### src/rtl/trigger_response_gen.sv
// Start/end/form trigger responder: arms on start, waits for end, then holds form_o
// high for FORM_LEN cycles. Extra starts queue up to PEND_MAX; state changes on negedge clk1.
module trigger_response_gen #(
    parameter int FORM_LEN = 4,
    parameter int MAX_WAIT = 16,
    parameter int PEND_MAX = 7,
    parameter int PW       = $clog2(PEND_MAX + 1)
) (
    input  logic          clk1,
    input  logic          rst,
    input  logic          dis_i,
    input  logic          start_i,
    input  logic          end_i,
    output logic          form_o,
    output logic          busy_o,
    output logic [PW-1:0] pending_o,
    output logic          timeout_o,
    output logic          ovf_o,
    output logic [15:0]   resp_cnt_o
);

    localparam int WW = (MAX_WAIT > 1) ? $clog2(MAX_WAIT) : 1;
    localparam int FW = (FORM_LEN > 1) ? $clog2(FORM_LEN) : 1;

    typedef enum logic [1:0] {
        IDLE  = 2'd0,
        ARMED = 2'd1,
        RESP  = 2'd2
    } state_t;

    state_t        state_q, state_d;
    logic [WW-1:0] waitCnt_q, waitCnt_d;
    logic [FW-1:0] formCnt_q, formCnt_d;
    logic [PW-1:0] pending_q, pending_d;
    logic          form_q, form_d;
    logic          timeout_q, timeout_d;
    logic          ovf_q, ovf_d;
    logic [15:0]   respCnt_q, respCnt_d;

    logic          push;
    logic          consume;
    logic          nextAvail;

    always_ff @(negedge clk1 or posedge rst) begin
        if (rst) begin
            state_q   <= IDLE;
            waitCnt_q <= '0;
            formCnt_q <= '0;
            pending_q <= '0;
            form_q    <= 1'b0;
            timeout_q <= 1'b0;
            ovf_q     <= 1'b0;
            respCnt_q <= '0;
        end else begin
            state_q   <= state_d;
            waitCnt_q <= waitCnt_d;
            formCnt_q <= formCnt_d;
            pending_q <= pending_d;
            form_q    <= form_d;
            timeout_q <= timeout_d;
            ovf_q     <= ovf_d;
            respCnt_q <= respCnt_d;
        end
    end

    // A start arriving on the same edge that frees the engine is consumed directly,
    // so a push with a simultaneous pop leaves the queue depth unchanged.
    always_comb begin
        state_d   = state_q;
        waitCnt_d = waitCnt_q;
        formCnt_d = formCnt_q;
        pending_d = pending_q;
        form_d    = form_q;
        timeout_d = 1'b0;
        ovf_d     = ovf_q;
        respCnt_d = respCnt_q;
        push      = start_i && (state_q != IDLE);
        nextAvail = (pending_q != '0) || push;
        consume   = 1'b0;

        if (dis_i) begin
            state_d   = IDLE;
            waitCnt_d = '0;
            formCnt_d = '0;
            pending_d = '0;
            form_d    = 1'b0;
        end else begin
            unique case (state_q)
                IDLE: begin
                    if (start_i && end_i) begin
                        state_d   = RESP;
                        form_d    = 1'b1;
                        formCnt_d = '0;
                    end else if (start_i) begin
                        state_d   = ARMED;
                        waitCnt_d = '0;
                    end
                end
                ARMED: begin
                    if (end_i) begin
                        state_d   = RESP;
                        form_d    = 1'b1;
                        formCnt_d = '0;
                    end else if (waitCnt_q == WW'(MAX_WAIT - 1)) begin
                        timeout_d = 1'b1;
                        waitCnt_d = '0;
                        consume   = nextAvail;
                        state_d   = nextAvail ? ARMED : IDLE;
                    end else begin
                        waitCnt_d = waitCnt_q + WW'(1);
                    end
                end
                RESP: begin
                    if (formCnt_q == FW'(FORM_LEN - 1)) begin
                        form_d    = 1'b0;
                        formCnt_d = '0;
                        respCnt_d = respCnt_q + 16'd1;
                        waitCnt_d = '0;
                        consume   = nextAvail;
                        state_d   = nextAvail ? ARMED : IDLE;
                    end else begin
                        formCnt_d = formCnt_q + FW'(1);
                    end
                end
                default: state_d = IDLE;
            endcase

            if (push && !consume) begin
                if (pending_q < PW'(PEND_MAX)) begin
                    pending_d = pending_q + PW'(1);
                end else begin
                    ovf_d = 1'b1;
                end
            end else if (consume && !push) begin
                pending_d = pending_q - PW'(1);
            end
        end
    end

    assign form_o     = form_q;
    assign busy_o     = (state_q != IDLE);
    assign pending_o  = pending_q;
    assign timeout_o  = timeout_q;
    assign ovf_o      = ovf_q;
    assign resp_cnt_o = respCnt_q;

endmodule

### config.mk
export PLATFORM = sky130hd
export DESIGN_NAME = trigger_response_gen
export DESIGN_NICKNAME = d
export VERILOG_FILES = /design/src/rtl/trigger_response_gen.sv
export SDC_FILE = /design/constraint.sdc
export NUM_CORES = 1
export LEC_CHECK = 0
export ABC_CLOCK_PERIOD_IN_PS = 3200
export CORE_MARGIN = 3
export CORE_UTILIZATION = 53
export CTS_CLUSTER_SIZE = 40
export DETAILED_ROUTE_END_ITERATION = 7
export HOLD_SLACK_MARGIN = 0.06
export PLACE_DENSITY = 0.77
export SYNTH_ARGS = -nofsm -noshare
export SYNTH_HDL_FRONTEND = slang
export SYNTH_SLANG_ARGS = --single-unit
### constraint.sdc
create_clock -name clk1 -period 3.2 [get_ports clk1]
set_input_delay 0.64 -clock clk1 [delete_from_list [all_inputs] [get_ports clk1]]
set_output_delay 0.64 -clock clk1 [all_outputs]
set_load 0.005 [all_outputs]
==> run_results.csv <==
group,metric,value,unit
outcome,status,"finished with violations",
outcome,violations,"negative setup slack",
yosys,ys_seq_area_share,42.61,%
floorplan,core,3103,um^2
final_layout,nets,273,
drt,via_count,1646,
yosys,syn-num-nets,190,
global_routing,grt_first_pass_wirelength,7.707,mm
floorplan,fp.dieArea,4052,um^2
clock_tree,clkSinkCount,30,
yosys,synth_cell_types,46,
final_layout,ff_latch_area,750.7,um^2
sta,setup_violations,5,
power,power.density,501.1,nW/um^2
yosys,synthArstFlopShare,100.0,%
place,hpwl,3.198,mm
worst_setup_path,startpoint_type,"input pin",
floorplan,fp.dieH,63.66,um
sta,fin_hold_ws,0.4214,ns
global_routing,grt_max_degree,31,
clock_tree,cts_tree,"built",
final_layout,fillCellCount,204,
final_layout,final_common_cell,"buf_4",
sta,setup_tns,-0.7479,ns
worst_setup_path,r2r_start,"state_q[1]",
clock_tree,htreeDepth,2,
drt,post_drt_via_cell_ratio,5.414,
yosys,synth_enable_flop_cells,0,
yosys,synth.area.top_cells,"dfrtn_1 (43%), nand3_1 (5.1%), ha_1 (5.0%)",
power,ir_drop,0.5441,mV
sta,maxSlewViolCount,0,
global_routing,grt_overflow,0,
worst_hold_path,min_from,"ovf_o",
worst_hold_path,worstHoldEndpoint,"ovf_o",
worst_setup_path,reg2reg_depth,11,
power,p_leak,1.298,nW
clock_tree,clock_latency,0.33,ns
floorplan,dieWidth,63.66,um
drt,wl_per_cell,15.09,um
final_layout,antenna_cells,0,
worst_setup_path,r2r_slack,0.75,ns
floorplan,io-pin-count,28,
worst_setup_path,required,1.95,ns
flow_run,cap_violations,0,
yosys,yosysWarningCount,0,
clock_tree,cts_root_buffer,"clkbuf_4",
global_routing,grt_pass1_vias,1698,
worst_setup_path,path_class,"in2reg",
yosys,synth_cells,177,
clock_tree,clkTransAtPathRegs,0.07,ns
yosys,ys_ff_latch,30,
global_routing,track_usage,24.43,%
sta,fin_skew,0.006848,ns
worst_hold_path,min_path_cells,1,
sta,worst_slew_pin_slew,0.4521,ns
yosys,ys_dominant_reg_cell,"dfrtn_1",
clock_tree,cts.path.max_buffers,2,
floorplan,rows,20,
worst_setup_path,endpoint_kind,"flip-flop",
final_layout,multi_input_area,1020,um^2
place,gp_congestion,0.8183,
drt,firstDrtPassIters,4,
floorplan,start_util,56.77,%
worst_setup_path,crit_fanout,2,
sta,hold_viol,0,
yosys,synth_top_area_cell,"dfrtn_1",
final_layout,instances_no_fill,304,
sta,rsz0062_at_grt,"yes",
sta,setup_ws,-0.2822,ns
final_layout,syn_to_final_growth,42.90,%
clock_tree,cts_hold_buf,0,
place,port-buffer-count,27,
yosys,synth.avg_cell_area,9.953,um^2
clock_tree,numCtsBuffers,5,
worst_hold_path,holdCritPathClass,"reg2reg",
final_layout,drive_gt1_share,43.08,%
worst_setup_path,worst_ep_arrival_time,2.23,ns
drt,ant_nets,0,
power,power,1.262,mW
final_layout,final_cell_mix,"buf_4 (51), dfrtn_1 (30), nand3_1 (18)",
global_routing,grt_antenna_before_repair,0,
worst_setup_path,reg2reg_to,"pending_o[1]",
place,placed_cells,281,
drt,drc,0,
yosys,syn_area,1762,um^2
sta,relSlewSlack,69.61,%
drt,routed_wl,4.586,mm
yosys,yosysTopAreaCellShare,42.61,%
drt,drt-initial-drc-count,79,
==> what timing repair did <==
action,CTS,global route
cloned,0,0
pin swaps,5,4
endpoints found under the setup margin,52,26
buffers inserted,9,7
gates resized for setup,90,21
==> cell usage after synthesis (4+ instances only) <==
master / count
dfrtn_1: 30
nand3_1: 18
nor2_1: 15
inv_1: 13
nand2_1: 9
xor2_1: 8
ha_1: 7
xnor2_1: 7
nand2b_1: 6
nor3_1: 6
o21ai_0: 6
mux2_1: 4
==> area by class of cell <==
cell class	count	area share, %
clock inverter	1	1.193
sequential	30	29.82
multi-input combinational	131	40.51
timing repair buffer	79	22.32
inverter	13	1.938
clock buffer	6	2.038
tap	44	2.187
==> cell families (layout without fill, tap and decap cells) <==
family	Yosys count	count (layout)	share of synthesized area, %
xor+xnor	15	15	7.458
compound gates	24	24	10.02
flops	30	30	42.61
simple gates	75	75	23.72
buf+inv	16	99	4.261
fa+ha+maj	8	8	6.108
mux	9	9	5.823
==> worst max-delay path, cell delays in order <==
cell	delay [ns]
buf_6	0.09
nand3b_1	0.17
o21ai_2	0.18
nor2_2	0.06
fa_2	0.42
mux2_4	0.28
mux2_4	0.27
o221ai_2	0.12
==> registers in the layout, indices dropped and copies added (netlist names) <==
register / flops
resp_cnt_o: 16
form_o: 1
waitCnt_q: 4
timeout_o: 1
state_q: 2
formCnt_q: 2
ovf_o: 1
pending_o: 3
==> stage by stage <==
step,worst slack (ns),utilization [%],area [um^2]
floorplan,-0.5534,-,1788
global placement,-1.002,76.33,2369
detailed placement,-1.064,76.33,2369
CTS,-0.3622,80.36,2494
global route,-0.3269,81.13,2517
finish,-0.2822,81.13,2517
==> where the power goes <==
group          leakage [nW]  total (mW)  switching, mW  internal (mW)
clock                0.0443       0.318          0.137          0.182
sequential            0.414       0.431         0.0198          0.411
combinational         0.840       0.512          0.263          0.249
==> worst max-delay path by stage <==
| stage | slack (ns) | cells after the start | start | end |
|---|---|---|---|---|
| 4_1_cts | -0.36 | 8 | end_i | pending_o[1] |
| 3_5_place_dp | -1.06 | 7 | start_i | pending_o[1] |
| 2_1_floorplan | -0.55 | 7 | end_i | pending_o[1] |
| 3_3_place_gp | -1.00 | 7 | start_i | pending_o[1] |
| 6_report | -0.28 | 8 | end_i | pending_o[1] |
| 5_1_grt | -0.33 | 8 | end_i | pending_o[1] |
==> routing by layer <==
| layer | vias up | global-route usage, % | wire [um] |
|---|---|---|---|
| met5 | - | 0 | 0 |
| met4 | 0 | 10.24 | 97 |
| met3 | 14 | 6.239 | 241 |
| met2 | 61 | 44.20 | 2387 |
| met1 | 784 | 26.76 | 1860 |
| li1 | 787 | - | - |
No activity file was read; power rests on OpenSTA's default activity.
